## config.mk

```make
export PLATFORM = sky130hd
export DESIGN_NAME = w_point_full
export DESIGN_NICKNAME = d
export VERILOG_FILES = /design/src/rtl/fifo_pkg.sv /design/src/rtl/gray2bin.sv /design/src/rtl/w_point_full.sv
export SDC_FILE = /design/constraint.sdc
export NUM_CORES = 1
export LEC_CHECK = 0
export BUFFER_PORTS_ARGS = -buffer_cell sky130_fd_sc_hd__buf_2
export CAP_MARGIN = 20
export CORE_MARGIN = 4
export CORE_UTILIZATION = 47
export CTS_CLUSTER_SIZE = 12
export DETAILED_ROUTE_END_ITERATION = 10
export HOLD_SLACK_MARGIN = 0.05
export PLACE_DENSITY = 0.75
export SYNTH_ARGS = -nofsm -noshare
export SYNTH_HDL_FRONTEND = slang
export SYNTH_HIERARCHICAL = 1
export SYNTH_SLANG_ARGS = --single-unit
export TNS_END_PERCENT = 50
```

## constraint.sdc

```tcl
create_clock -name w_clk -period 2.6 [get_ports w_clk]
set_input_delay 0.13 -clock w_clk [delete_from_list [all_inputs] [get_ports w_clk]]
set_output_delay 0.13 -clock w_clk [all_outputs]
set_load 0.01 [all_outputs]
```

## src/rtl/fifo_pkg.sv

```systemverilog
`default_nettype none
// ============================================================================
// Module  : fifo_pkg
// Purpose : Shared FIFO sizing defaults for the write-side and read-side
//           pointer blocks of the asynchronous FIFO.
// Contents: ADDR_WIDTH_DEF, DEPTH_DEF, AF_THRESH_DEF
// Revision: 1.0 - initial release
// ============================================================================
package fifo_pkg;

  localparam int ADDR_WIDTH_DEF = 3;
  localparam int DEPTH_DEF      = 2 ** ADDR_WIDTH_DEF;
  localparam int AF_THRESH_DEF  = 6;

endpackage : fifo_pkg
`default_nettype wire

```

## src/rtl/gray2bin.sv

```systemverilog
`default_nettype none
// ============================================================================
// Module  : gray2bin
// Purpose : Combinational Gray-to-binary converter, shared by both sides of
//           the asynchronous FIFO.
// Ports   : gray - Gray-coded input  [WIDTH-1:0]
//           bin  - binary output     [WIDTH-1:0]
// Revision: 1.0 - initial release
// ============================================================================
module gray2bin #(
  parameter int WIDTH = 4
) (
  input  logic [WIDTH-1:0] gray,
  output logic [WIDTH-1:0] bin
);

  // Each binary bit is the XOR of all Gray bits at or above its position.
  always_comb begin
    bin = '0;
    for (int i = 0; i < WIDTH; i++) begin
      bin[i] = ^(gray >> i);
    end
  end

endmodule : gray2bin
`default_nettype wire

```

## src/rtl/w_point_full.sv

```systemverilog
`default_nettype none
// ============================================================================
// Module  : w_point_full
// Purpose : Write-domain pointer, full, level and overflow logic of an
//           asynchronous FIFO. Runs entirely on w_clk.
// Macro   : W_ALMOST_FULL_EN - builds the registered almost-full compare;
//           when undefined w_almost_full is tied low and AF_THRESH is unused.
// Ports   : w_clk, w_rstn (async, active-low)
//           w_en          - write request
//           wq2_rptr      - synchronized Gray read pointer
//           w_ovf_clr     - clears the sticky overflow flag
//           w_point       - registered Gray write pointer
//           w_addr        - memory write address
//           w_full        - registered full flag
//           w_level       - registered (pessimistic) fill level
//           w_almost_full - registered almost-full flag
//           w_overflow    - sticky write-while-full flag
// Revision: 1.0 - initial release
// ============================================================================
module w_point_full
  import fifo_pkg::*;
#(
  parameter int ADDR_WIDTH = ADDR_WIDTH_DEF,
  parameter int AF_THRESH  = AF_THRESH_DEF
) (
  input  logic                  w_clk,
  input  logic                  w_rstn,
  input  logic                  w_en,
  input  logic [ADDR_WIDTH:0]   wq2_rptr,
  input  logic                  w_ovf_clr,
  output logic [ADDR_WIDTH:0]   w_point,
  output logic [ADDR_WIDTH-1:0] w_addr,
  output logic                  w_full,
  output logic [ADDR_WIDTH:0]   w_level,
  output logic                  w_almost_full,
  output logic                  w_overflow
);

  logic [ADDR_WIDTH:0] bin_q,   bin_d;
  logic [ADDR_WIDTH:0] gray_q,  gray_d;
  logic [ADDR_WIDTH:0] level_q, level_d;
  logic                full_q,  full_d;
  logic                ovf_q,   ovf_d;
  logic [ADDR_WIDTH:0] rbin;
  logic                w_inc;

  gray2bin #(
    .WIDTH (ADDR_WIDTH + 1)
  ) u_rptr_g2b (
    .gray (wq2_rptr),
    .bin  (rbin)
  );

  always_comb begin
    w_inc   = w_en & ~full_q;
    bin_d   = bin_q + {{ADDR_WIDTH{1'b0}}, w_inc};
    gray_d  = (bin_d >> 1) ^ bin_d;
    // Full when the next write pointer has lapped the read pointer once:
    // in Gray code that is the read pointer with its two MSBs inverted.
    full_d  = (gray_d == {~wq2_rptr[ADDR_WIDTH:ADDR_WIDTH-1],
                          wq2_rptr[ADDR_WIDTH-2:0]});
    level_d = bin_d - rbin;
    // A new overflow event takes priority over a simultaneous clear.
    ovf_d   = (w_en & full_q) | (ovf_q & ~w_ovf_clr);
  end

  always_ff @(posedge w_clk or negedge w_rstn) begin
    if (!w_rstn) begin
      bin_q   <= '0;
      gray_q  <= '0;
      level_q <= '0;
      full_q  <= 1'b0;
      ovf_q   <= 1'b0;
    end else begin
      bin_q   <= bin_d;
      gray_q  <= gray_d;
      level_q <= level_d;
      full_q  <= full_d;
      ovf_q   <= ovf_d;
    end
  end

`ifdef W_ALMOST_FULL_EN
  localparam logic [ADDR_WIDTH:0] AF_LVL = (ADDR_WIDTH + 1)'(AF_THRESH);

  logic af_q, af_d;

  always_comb begin
    af_d = (level_d >= AF_LVL);
  end

  always_ff @(posedge w_clk or negedge w_rstn) begin
    if (!w_rstn) begin
      af_q <= 1'b0;
    end else begin
      af_q <= af_d;
    end
  end

  assign w_almost_full = af_q;
`else
  logic unused_af_thresh;
  assign unused_af_thresh = &{1'b0, AF_THRESH[0]};
  assign w_almost_full    = 1'b0;
`endif

  // Gray pointer leaves straight from its flop so the read-domain
  // synchronizer never sees combinational glitches.
  assign w_point    = gray_q;
  assign w_addr     = bin_q[ADDR_WIDTH-1:0];
  assign w_full     = full_q;
  assign w_level    = level_q;
  assign w_overflow = ovf_q;

endmodule : w_point_full
`default_nettype wire

```

==> metrics.txt <==
layout cells sized above 1=0.317; first-pass GRT wire length=1.76 mm; CTS tree=done; Seq/Total Area, Yosys=0.481; # Max-Cap Violations=0; Worst setup EP type=flip-flop; IO Pins=22; Synth Flop Type=dfrtp_1; Total Wirelength=around 1.0 mm; Synth async-reset ratio=1.00; fillcell total=around 110; gr ovfl total=0; Remaining DRCs=0; Final Hold Viols=0; share of the synthesized area in the top cell type=0.481; unrepaired setup endpoints after global routing=false; worst path arrival time=between 2 and 2.5 ns; vias in the first global route=around 430; Clock Tree Root=clkbuf_4; Tcrit/Tclk final=0.720; Fin Setup TNS=0 ns; clk_lat worst skew=0.27 ns; largest net degree at the start of global routing=14; Power Dens Cells=1400 mW/mm²; Reg power frac=0.318; Core ar.=roughly 0.0013 mm²; VDD IR max=around 0.00054 V; Initial Util=0.508; Clock H-tree levels=1; Reg clk slew, reported paths=0.07 ns; chip height=46.0 µm; cell with the most instances after synthesis=dfrtp_1; HP Class=input port to flip-flop; gp weighted congestion=~0.75; Switching Fraction=0.398; DR pass1 iterations=4; status=completed; PostCTS Resize Cnt=0; Antenna Cells=0; worst reg2reg setup slack=0.73 ns; routed wire length per instance=10.7 µm; Final Setup Violations=0; Mapped Nets=71; Final ANT Viol Nets=0; Num CTS Buffers=3; Multi-input gate area=307 µm²; Mapped Area=between 600 and 700 µm²; hold slack final=around 0.079 ns; Final min period=1.87 ns; synth warn=6; static leakage=0.403 nW; Die Span X=between 40 and 50 µm; largest area contributor in the netlist=dfrtp_1; Design Area, Final=823 µm²; Register Area=approximately 330 µm²; part of the power in combinational logic=0.581; Placed Area=about 780 µm²; number of synthesized register bits=13; CP Launch Type=flip-flop; count of unique library cells instantiated by Yosys=20; clk sinks=13; Post-synth EDFFs=0; Vias/cell=4.59; Switching Power=between 0.0004 and 0.0005 W; PortBufs=20; fin nets=95; Clk pwr share=0.102; Critical Path Fanout Max=6; area delta synth->final=21.6%; gr usage total=0.121; CTS max path bufs=2; top cells by count, synth=13 x dfrtp_1, 9 x xnor2_1, 6 x inv_1, 6 x xor2_1, 4 x ha_1; Syn Area/Cell=11.5 µm²; post-DP HPWL=about 830 µm; row count=13; Post-Synthesis Cells=59; DR iter-0 viols=12; vias=445; Die ar.=roughly 0.0021 mm²; Internal=approximately 0.00069 W; Crit path required time=between 2 and 3 ns; final setup skew=approximately 0.0046 ns; Setup CP Type=flip-flop to flip-flop; top cells by area, synth=dfrtp_1 48%, xnor2_1 12%, xor2_1 7.8%; Fmax=about 530 MHz; final slew viol count=0; initial antenna violation count=0
-- power groups by stage --
| stage | registers, W | logic (W) | clock network (W) |
|---|---|---|---|
| after floorplan | 0.000428 | 0.000438 | 0 |
| after global placement | 0.000368 | 0.000663 | 0 |
| after detailed placement | 0.000371 | 0.000680 | 0 |
| after CTS | 0.000368 | 0.000685 | 0.000125 |
| after global routing | 0.000379 | 0.000760 | 0.000133 |
| final | 0.000366 | 0.000668 | 0.000117 |
-- layout by cell type, fill, tap and decap left out, types with 2 or more instances in the layout --
master	netlist	layout
inv_1	6	6
buf_2	0	20
ha_1	4	4
a21oi_1	2	2
nand3_1	3	3
clkbuf_4	0	3
or3_1	2	2
nand2_1	2	2
dfrtp_1	13	13
dlygate4sd3_1	0	2
xnor2_1	9	9
xor2_1	6	6
-- stage by stage --
step | setup WS [ns] | util | cells | power (W)
5_1_grt | 0.574 | 0.617 | 97 | 0.00127
3_3_place_gp | 0.770 | 0.583 | 91 | 0.00103
6_report | 0.728 | 0.617 | 97 | 0.00115
3_5_place_dp | 0.723 | 0.583 | 91 | 0.00105
2_1_floorplan | 0.729 | - | 59 | 0.000866
4_1_cts | 0.707 | 0.617 | 97 | 0.00118
-- sequential cells by signal, summed over array words and instances (netlist names) --
register and cells:
bin_q 4, w_level 4, w_point 3, w_full 1
w_overflow 1
-- routing by layer --
layer  wire length, µm  GRT usage  part of all wire
met2               490      0.198              0.47
met3                89     0.0158             0.086
met4                23      0.119             0.022
met5                 0          0                 0
met1               433      0.130              0.42
-- critical path: stages (launching register included) --
cell	delay, ns
dfrtp_1	0.37
nor2b_1	0.06
ha_1	0.19
ha_1	0.24
xnor2_4	0.27
xnor2_1	0.12
or3_1	0.35
a22oi_1	0.18
-- cells by family (layout without fill, tap and decap cells) --
group | after synthesis | after routing | share of synthesized area
AOI/OAI and AO/OA | 4 | 4 | 0.0333
buffers and inverters | 10 | 33 | 0.0665
other | 1 | 1 | 0.00554
xor gates and xnor gates | 17 | 17 | 0.259
and+or+nand+nor | 9 | 9 | 0.0665
DFF | 13 | 13 | 0.481
adders and majority gates | 5 | 5 | 0.0887
-- layout make-up --
type,instances,area share
Clock buffer,4,0.0319
Tap cell,15,0.0228
Timing Repair Buffer,22,0.146
Multi-Input combinational cell,36,0.372
Inverter,7,0.0319
Sequential cell,13,0.395
-- worst paths after layout --
kind,start,endpoint,cells past startpoint
worst min register to register,w_full,w_overflow,2
max in group asynchronous,w_rstn,w_point[2],2
worst max-delay path,w_full,w_full,7
worst min-delay path,w_en,w_overflow,3
worst max register to register,w_full,w_full,7
min in group asynchronous,w_rstn,w_overflow,2
-- timing repair --
| item | 4_1_cts | 5_1_grt |
|---|---|---|
| hold endpoints to repair | 14 | 0 |
| hold buffers | 2 | 0 |
| buffers inserted | 0 | 0 |
No activity file was read; power rests on OpenSTA's default activity.
